<file path="src/rtl/or_nor_trig_array.sv">
// Multi-channel masked OR/NOR trigger front end: synchronised inputs, rising-edge
// detection, stretched pulse with holdoff, optional retrigger and saturating counters.
module or_nor_trig_array #(
   parameter int NCH         = 4,
   parameter int NIN         = 4,
   parameter int CW          = 8,
   parameter int CNTW        = 16,
   parameter int SYNC_STAGES = 2,
   parameter int RETRIG      = 0
) (
   input  logic                 clk,
   input  logic                 reset,
   input  logic [NCH*NIN-1:0]   d,
   input  logic [NCH*NIN-1:0]   mask,
   input  logic [CW-1:0]        stretch,
   input  logic [CW-1:0]        holdoff,
   input  logic                 cnt_clr,
   output logic [NCH-1:0]       q,
   output logic [NCH-1:0]       q_n,
   output logic [NCH-1:0]       busy,
   output logic [NCH*CNTW-1:0]  count
);

   typedef enum logic [1:0] {
      ST_IDLE    = 2'd0,
      ST_STRETCH = 2'd1,
      ST_HOLDOFF = 2'd2
   } state_t;

   localparam int              NB      = NCH * NIN;
   localparam logic [CW-1:0]   CW_ONE  = CW'(1);
   localparam logic [CNTW-1:0] CNT_ONE = CNTW'(1);
   localparam logic [CNTW-1:0] CNT_MAX = '1;

   logic [SYNC_STAGES-1:0][NB-1:0] sync_q;
   logic [NB-1:0]                  sync_s;
   logic [NB-1:0]                  in_act;
   logic [NCH-1:0]                 or_cur;
   logic [NCH-1:0]                 or_prev_q;
   logic [NCH-1:0]                 trig;
   logic [CW-1:0]                  stretch_eff;

   // Stage 0 captures the raw input; the highest index is the settled copy.
   always_ff @(posedge clk) begin
      if (reset) begin
         sync_q    <= '0;
         or_prev_q <= '0;
      end else begin
         sync_q    <= {sync_q[SYNC_STAGES-2:0], d};
         or_prev_q <= or_cur;
      end
   end

   assign sync_s      = sync_q[SYNC_STAGES-1];
   assign in_act      = sync_s & mask;
   assign stretch_eff = (stretch == '0) ? CW_ONE : stretch;

   for (genvar gi = 0; gi < NCH; gi++) begin : g_ch
      state_t          state_q, state_d;
      logic [CW-1:0]   cnt_s_q, cnt_s_d;
      logic [CW-1:0]   cnt_h_q, cnt_h_d;
      logic [CW-1:0]   hold_r_q, hold_r_d;
      logic            q_q, q_d;
      logic            q_n_q;
      logic            accept;
      logic [CNTW-1:0] cnt_q, cnt_d;

      assign or_cur[gi] = |in_act[gi*NIN +: NIN];
      assign trig[gi]   = or_cur[gi] & ~or_prev_q[gi];

      always_comb begin
         state_d  = state_q;
         cnt_s_d  = cnt_s_q;
         cnt_h_d  = cnt_h_q;
         hold_r_d = hold_r_q;
         q_d      = q_q;
         accept   = 1'b0;
         case (state_q)
            ST_IDLE: begin
               q_d = 1'b0;
               if (trig[gi]) begin
                  state_d  = ST_STRETCH;
                  cnt_s_d  = stretch_eff;
                  hold_r_d = holdoff;
                  q_d      = 1'b1;
                  accept   = 1'b1;
               end
            end
            ST_STRETCH: begin
               q_d = 1'b1;
               if ((RETRIG != 0) && trig[gi]) begin
                  cnt_s_d = stretch_eff;
                  accept  = 1'b1;
               end else if (cnt_s_q == CW_ONE) begin
                  q_d = 1'b0;
                  if (hold_r_q == '0) begin
                     state_d = ST_IDLE;
                  end else begin
                     state_d = ST_HOLDOFF;
                     cnt_h_d = hold_r_q;
                  end
               end else begin
                  cnt_s_d = cnt_s_q - CW_ONE;
               end
            end
            ST_HOLDOFF: begin
               q_d = 1'b0;
               if (cnt_h_q == CW_ONE) begin
                  state_d = ST_IDLE;
               end else begin
                  cnt_h_d = cnt_h_q - CW_ONE;
               end
            end
            default: begin
               state_d = ST_IDLE;
               q_d     = 1'b0;
            end
         endcase
      end

      // Clear beats a coincident increment; the counter sticks at all-ones.
      always_comb begin
         cnt_d = cnt_q;
         if (cnt_clr) begin
            cnt_d = '0;
         end else if (accept && (cnt_q != CNT_MAX)) begin
            cnt_d = cnt_q + CNT_ONE;
         end
      end

      always_ff @(posedge clk) begin
         if (reset) begin
            state_q  <= ST_IDLE;
            cnt_s_q  <= '0;
            cnt_h_q  <= '0;
            hold_r_q <= '0;
            q_q      <= 1'b0;
            q_n_q    <= 1'b1;
            cnt_q    <= '0;
         end else begin
            state_q  <= state_d;
            cnt_s_q  <= cnt_s_d;
            cnt_h_q  <= cnt_h_d;
            hold_r_q <= hold_r_d;
            q_q      <= q_d;
            q_n_q    <= ~q_d;
            cnt_q    <= cnt_d;
         end
      end

      assign q[gi]                    = q_q;
      assign q_n[gi]                  = q_n_q;
      assign busy[gi]                 = (state_q != ST_IDLE);
      assign count[gi*CNTW +: CNTW]   = cnt_q;
   end

endmodule

</file>
<file path="config.mk">
export PLATFORM = sky130hd
export DESIGN_NAME = or_nor_trig_array
export DESIGN_NICKNAME = d
export VERILOG_FILES = /design/src/rtl/or_nor_trig_array.sv
export SDC_FILE = /design/constraint.sdc
export NUM_CORES = 1
export LEC_CHECK = 0
export BUFFER_PORTS_ARGS = -buffer_cell sky130_fd_sc_hd__buf_2
export CAP_MARGIN = 20
export CORE_ASPECT_RATIO = 1.4
export CORE_MARGIN = 8
export CORE_UTILIZATION = 63
export CTS_CLUSTER_SIZE = 12
export DETAILED_ROUTE_END_ITERATION = 10
export GPL_TIMING_DRIVEN = 0
export HOLD_SLACK_MARGIN = 0.12
export PLACE_DENSITY = 0.91
export SLEW_MARGIN = 0
export SYNTH_ARGS = -nofsm -noshare
export SYNTH_HDL_FRONTEND = slang
export SYNTH_SLANG_ARGS = --single-unit
</file>
<file path="constraint.sdc">
create_clock -name clk -period 5.65 [get_ports clk]
set_input_delay 1.13 -clock clk [delete_from_list [all_inputs] [get_ports clk]]
set_output_delay 1.13 -clock clk [all_outputs]
set_load 0.005 [all_outputs]
</file>
-- Word level (Yosys, flattened, before mapping)
Cells that the tools add are included.
- bits in registers: 212
- output and inout port bits: 76
- logic and storage cells: 211
- add/subtract/negate cells: 12
- mux-type cells: 65
- reduce and logical (&&, ||, !) cells: 46
- bitwise logic cells: 13
- eq/ne operators: 44
- operator list (kind ; number):
    2-to-1 mux 8 bit ; 21
    one-hot mux 8 bit (2 select lines) ; 8
    adder 16 x 1 -> 16 bit, second input constant ; 4
    == test 8 x 1 -> 1 bit, second input constant ; 8
    inequality test 16 bit, second input constant ; 4
    subtractor 8 x 1 -> 8 bit, second input constant ; 8
    inequality test 2 bit, second input constant ; 24
    zero test 8 bit ; 5
    2-to-1 mux 2 bit ; 16
    one-hot mux 2 bit (3 select lines) ; 4
    AND reduction 3 bit ; 8
    nonzero test 2 bit ; 12
    bitwise AND 16 bit ; 1
    AND reduction 4 bit ; 4
    OR reduction 4 bit ; 4
    2-to-1 mux 1 bit ; 12
    == test 2 x 1 -> 1 bit, second input constant ; 4
    == test 2 bit, second input constant ; 4
    zero test 2 bit ; 4
    NOT 1 bit ; 8
    one-hot mux 1 bit (2 select lines) ; 4
    AND reduction 2 bit ; 4
    bitwise AND 1 bit ; 4
    logical AND 1 bit ; 4
    OR reduction 2 bit ; 1

-- Longest topological paths before layout
- depth in word-level cells: 6
- mapped depth: 7
- depth with buffers taken out: 7

-- Worst setup path after synthesis
No wires, ideal clock.
- path type: input to register
- from: input mask[0]
- to: register g_ch[0].cnt_q[6]
- path buffers: 0
- path slack: 3174 ps
- arrival: 2408 ps
- setup time: 69 ps
- cell stages on the path: 5
- required time: 5581 ps
- cells stage by stage: a22oi_1 a211oi_4 o211ai_4 or4_1 o21ai_1
- cells in the longest elaborated chain, start to end: 6
- RTL lines (element ; RTL line ; text):
    start, declared ; 14 ; input logic [NCH*NIN-1:0] mask,
    bitwise AND 16 bit ; 55 ; assign in_act = sync_s & mask;
    OR reduction 4 bit ; 68 ; assign or_cur[gi] = |in_act[gi*NIN +: NIN];
    bitwise AND 1 bit ; 69 ; assign trig[gi] = or_cur[gi] & ~or_prev_q[gi];
    2-to-1 mux 1 bit ; 81 ; if (trig[gi]) begin
    2-to-1 mux 1 bit ; 78 ; case (state_q)
    logical AND 1 bit ; 126 ; end else if (accept && (cnt_q != CNT_MAX)) begin
    end signal, assigned ; 147 ; cnt_q <= cnt_d;
    end, declared ; 66 ; logic [CNTW-1:0] cnt_q, cnt_d;
Every way passes these cells.
A chain may end at the register's enable or synchronous reset.

-- Final worst setup path
- from: input reset
- to: register g_ch[3].cnt_q[5]
- cells in the longest elaborated chain, start to end: 1
- RTL lines (element ; RTL line ; text):
    start, declared ; 12 ; input logic reset,
    OR reduction 2 bit (no line) ; -- ;
    end signal, assigned ; 147 ;
    end, declared ; 66 ;
Every way passes these cells.

==> impl_metrics.ini <==
[status]
status = finished clean

[global_routing]
grtUsageTotal = 0.267
grt_first_pass_wirelength_um = 44400
overflow = 0
grt_max_degree = 13
first_global_vias = 9308
grt_antenna_before_repair = 0

[worst_setup_path]
slowest_delay_ns = 0.51
crit_top_cell = clkbuf_1
r2r_cells = 6
r2r_setup_slack_ns = 3.43
timing.rr.end = g_ch[2].cnt_h_q[3]$_SDFFE_PP0P_
worstSetupPathType = input pin to register
cp_slowest_cell = buf_1
required_ns = 6.00
critPathMaxFanout = 10
reg2reg_from = g_ch[2].cnt_h_q[4]$_SDFFE_PP0P_
end_kind = register
critPathLaunchType = input pin
critPathArrivalTime_ns = 3.08
path_cells = clkbuf_1 -> or2_2 -> clkbuf_1 -> clkbuf_1 -> buf_1 -> nor2_1

[floorplan]
ios = 127
die_h_um = 165
start_util = 0.641
rows = 54
dieArea_mm2 = 0.0202
dieWidth_um = 122
core-area_mm2 = 0.0155

[power_and_ir_drop]
finalPower_mw = 3.47
p_int_mw = 2.53
seq_power_share = 0.468
irDropWorstVdd_v = 0.000254
power_density_mw_per_mm2 = 302
combPwrFrac = 0.147
power_leakage_nw = 4.45
switchingPower_mw = 0.936
sw_frac_of_total = 0.270
p_clk_frac = 0.385

[sta]
setup_tns_ns = 0
slew_viol_final = 0
worst_slew_margin_rel = 0.457
setup_viol = 0
grt_setup_unrepaired = false
report.final.hold_viol_count = 0
fin_crit_sh = 0.483
setup_ws_ns = 2.92
layout_min_cycle_time_ns = 2.73
tightest_slew_ns = 0.812
fmax_mhz = 366
fin_skew_ns = 0.0219
whs_ns = 0.429

[detailed_routing]
vias_per_cell = 6.27
wl_per_cell_um = 18.0
vias = 9686
first_pass_iters = 6
drt_first_iter_violations = 811
drtAntennaViolNets = 0
drc = 0
routed_wl_um = 27800

[placed_design]
placed_cell_area_mm2 = 0.0108
dp_cells = 1515
gp_congestion = 0.940
numPortBuffers = 125
post-place-ws_ns = 2.46
dpl.hpwl_um = 20200

[logic_synthesis]
seq_area_frac_synth = 0.426
netlist_area_mm2 = 0.00997
synth-async-reset-ratio = 0
syn_avg_cell_area_um2 = 8.35
ys.flop_type = dfxtp_1
synth_edf_count = 0
yosys_register_bits = 212
netlist-cell-type-count = 74
synthesis.nets = 1265
yosysWarnings = 0
syn_inst = 1194

[final_layout]
final-instance-count-excl-fill = 1545
finalNetCount = 1414
num-fill-cells = 1119
area_growth_pct = 15.1
stdcell_area_mm2 = 0.0115
n_antenna_cell = 0
final_util = 0.738
drive_above_1_share = 0.147

[hold_path]
hp-start = sync_q[13]$_SDFF_PP0_
hold_depth = 1
hold_class = register to register
worstHoldEndpoint = sync_s[13]$_SDFF_PP0_

[clocking]
clk_pin_slew_ns = 0.06
cts_buffer_depth = 3
cts_root_buf = clkbuf_16
numCtsBuffers = 22
ctsHtreeMaxLevel = 1
cts_setup_buffers = 0
clk_latency_ns = 0.50
cts_resized = 0
cts_sinks = 212
cts_hold_buffers = 0
tritoncts = yes

[job]
cap_violations = 0
-- per-layer routing --
metal,vias up,track usage,wire length (um)
met1,4581,0.299,10400
met3,109,0.0424,2300
met5,-,0,0
met4,0,0.147,1400
li1,4530,-,-
met2,466,0.473,13700
-- cells by family (layout without fill, tap and decap cells) --
logic type | Yosys count | count (layout) | share of synthesized area
compound gates | 293 | 293 | 0.190
xor+xnor | 40 | 40 | 0.0352
fa+ha+maj | 20 | 20 | 0.0251
buf+inv | 98 | 253 | 0.0427
flops | 212 | 212 | 0.426
mux | 26 | 26 | 0.0262
simple gates | 505 | 505 | 0.255
-- layout by cell type (no fill, tap or decap), types with 8 or more instances in the layout --
cell type,synthesis,routed
mux2i_1,25,25
or3_1,13,13
o21ai_1,25,25
a22oi_1,14,14
nand2_1,98,98
or4_1,9,9
o31ai_1,11,11
buf_4,9,9
a21oi_1,117,117
buf_2,13,138
nand4_1,21,21
xnor2_1,20,20
o21ai_0,34,34
nor2b_1,43,43
clkbuf_16,0,23
nand2b_1,21,21
nor3_1,35,35
nor2_1,155,155
nand3_1,28,28
ha_1,20,20
nor4_1,26,26
xor2_1,20,20
o32ai_1,8,8
clkbuf_1,45,48
dfxtp_1,212,212
inv_1,28,28
or2_1,9,9
and3_1,8,8
-- flip-flops by register name, indices dropped and copies added (netlist names) --
register,flops
g_ch.hold_r_q,32
g_ch.q_n_q,4
or_prev_q,4
sync_s,16
g_ch.cnt_q,64
g_ch.state_q,8
g_ch.cnt_s_q,32
g_ch.q_q,4
sync_q,16
g_ch.cnt_h_q,32
-- power groups by stage --
stage / Sequential (mW) / Clock [mW] / Combinational, mW
after detailed placement: 1.65 / 0 / 0.496
after floorplan: 1.64 / 0 / 0.360
after global placement: 1.65 / 0 / 0.482
final: 1.62 / 1.33 / 0.508
after CTS: 1.62 / 1.34 / 0.501
after global routing: 1.63 / 1.40 / 0.562
-- synth_stat cells, types with 11 or more instances --
master	instances	area, um2
dfxtp_1	212	4240
nor2_1	155	582
a21oi_1	117	586
nand2_1	98	368
clkbuf_1	45	169
nor2b_1	43	269
nor3_1	35	175
o21ai_0	34	170
inv_1	28	105
nand3_1	28	140
nor4_1	26	163
mux2i_1	25	250
o21ai_1	25	125
nand2b_1	21	131
nand4_1	21	131
ha_1	20	250
xnor2_1	20	175
xor2_1	20	175
a22oi_1	14	105
buf_2	13	65.1
or3_1	13	81.3
o31ai_1	11	82.6
-- critical path: cells and delay by family --
kind,cells,cell delay [ns]
buffers and inverters,4,1.64
and+or+nand+nor,2,0.29
-- worst max-delay path by stage --
stage | start | endpoint
after floorplan | mask[0] | g_ch[0].cnt_q[6]$_SDFFE_PP0P_
after global placement | reset | g_ch[3].cnt_q[15]$_SDFFE_PP0P_
after detailed placement | reset | g_ch[2].cnt_q[0]$_SDFFE_PP0P_
after CTS | reset | g_ch[3].cnt_q[5]$_SDFFE_PP0P_
after global routing | reset | g_ch[2].cnt_q[0]$_SDFFE_PP0P_
final | reset | g_ch[3].cnt_q[5]$_SDFFE_PP0P_
-- layout make-up --
type	instances	area, um2	area share
Clock buffer	29	628	0.0547
Tap cell	196	245	0.0214
Clock inverter	1	8.76	0.000763
Multi-Input combinational cell	884	5300	0.462
Inverter	28	105	0.00916
Sequential cell	212	4240	0.370
Timing Repair Buffer	125	626	0.0545
Buffer	70	320	0.0279
No activity file was read; power rests on OpenSTA's default activity.
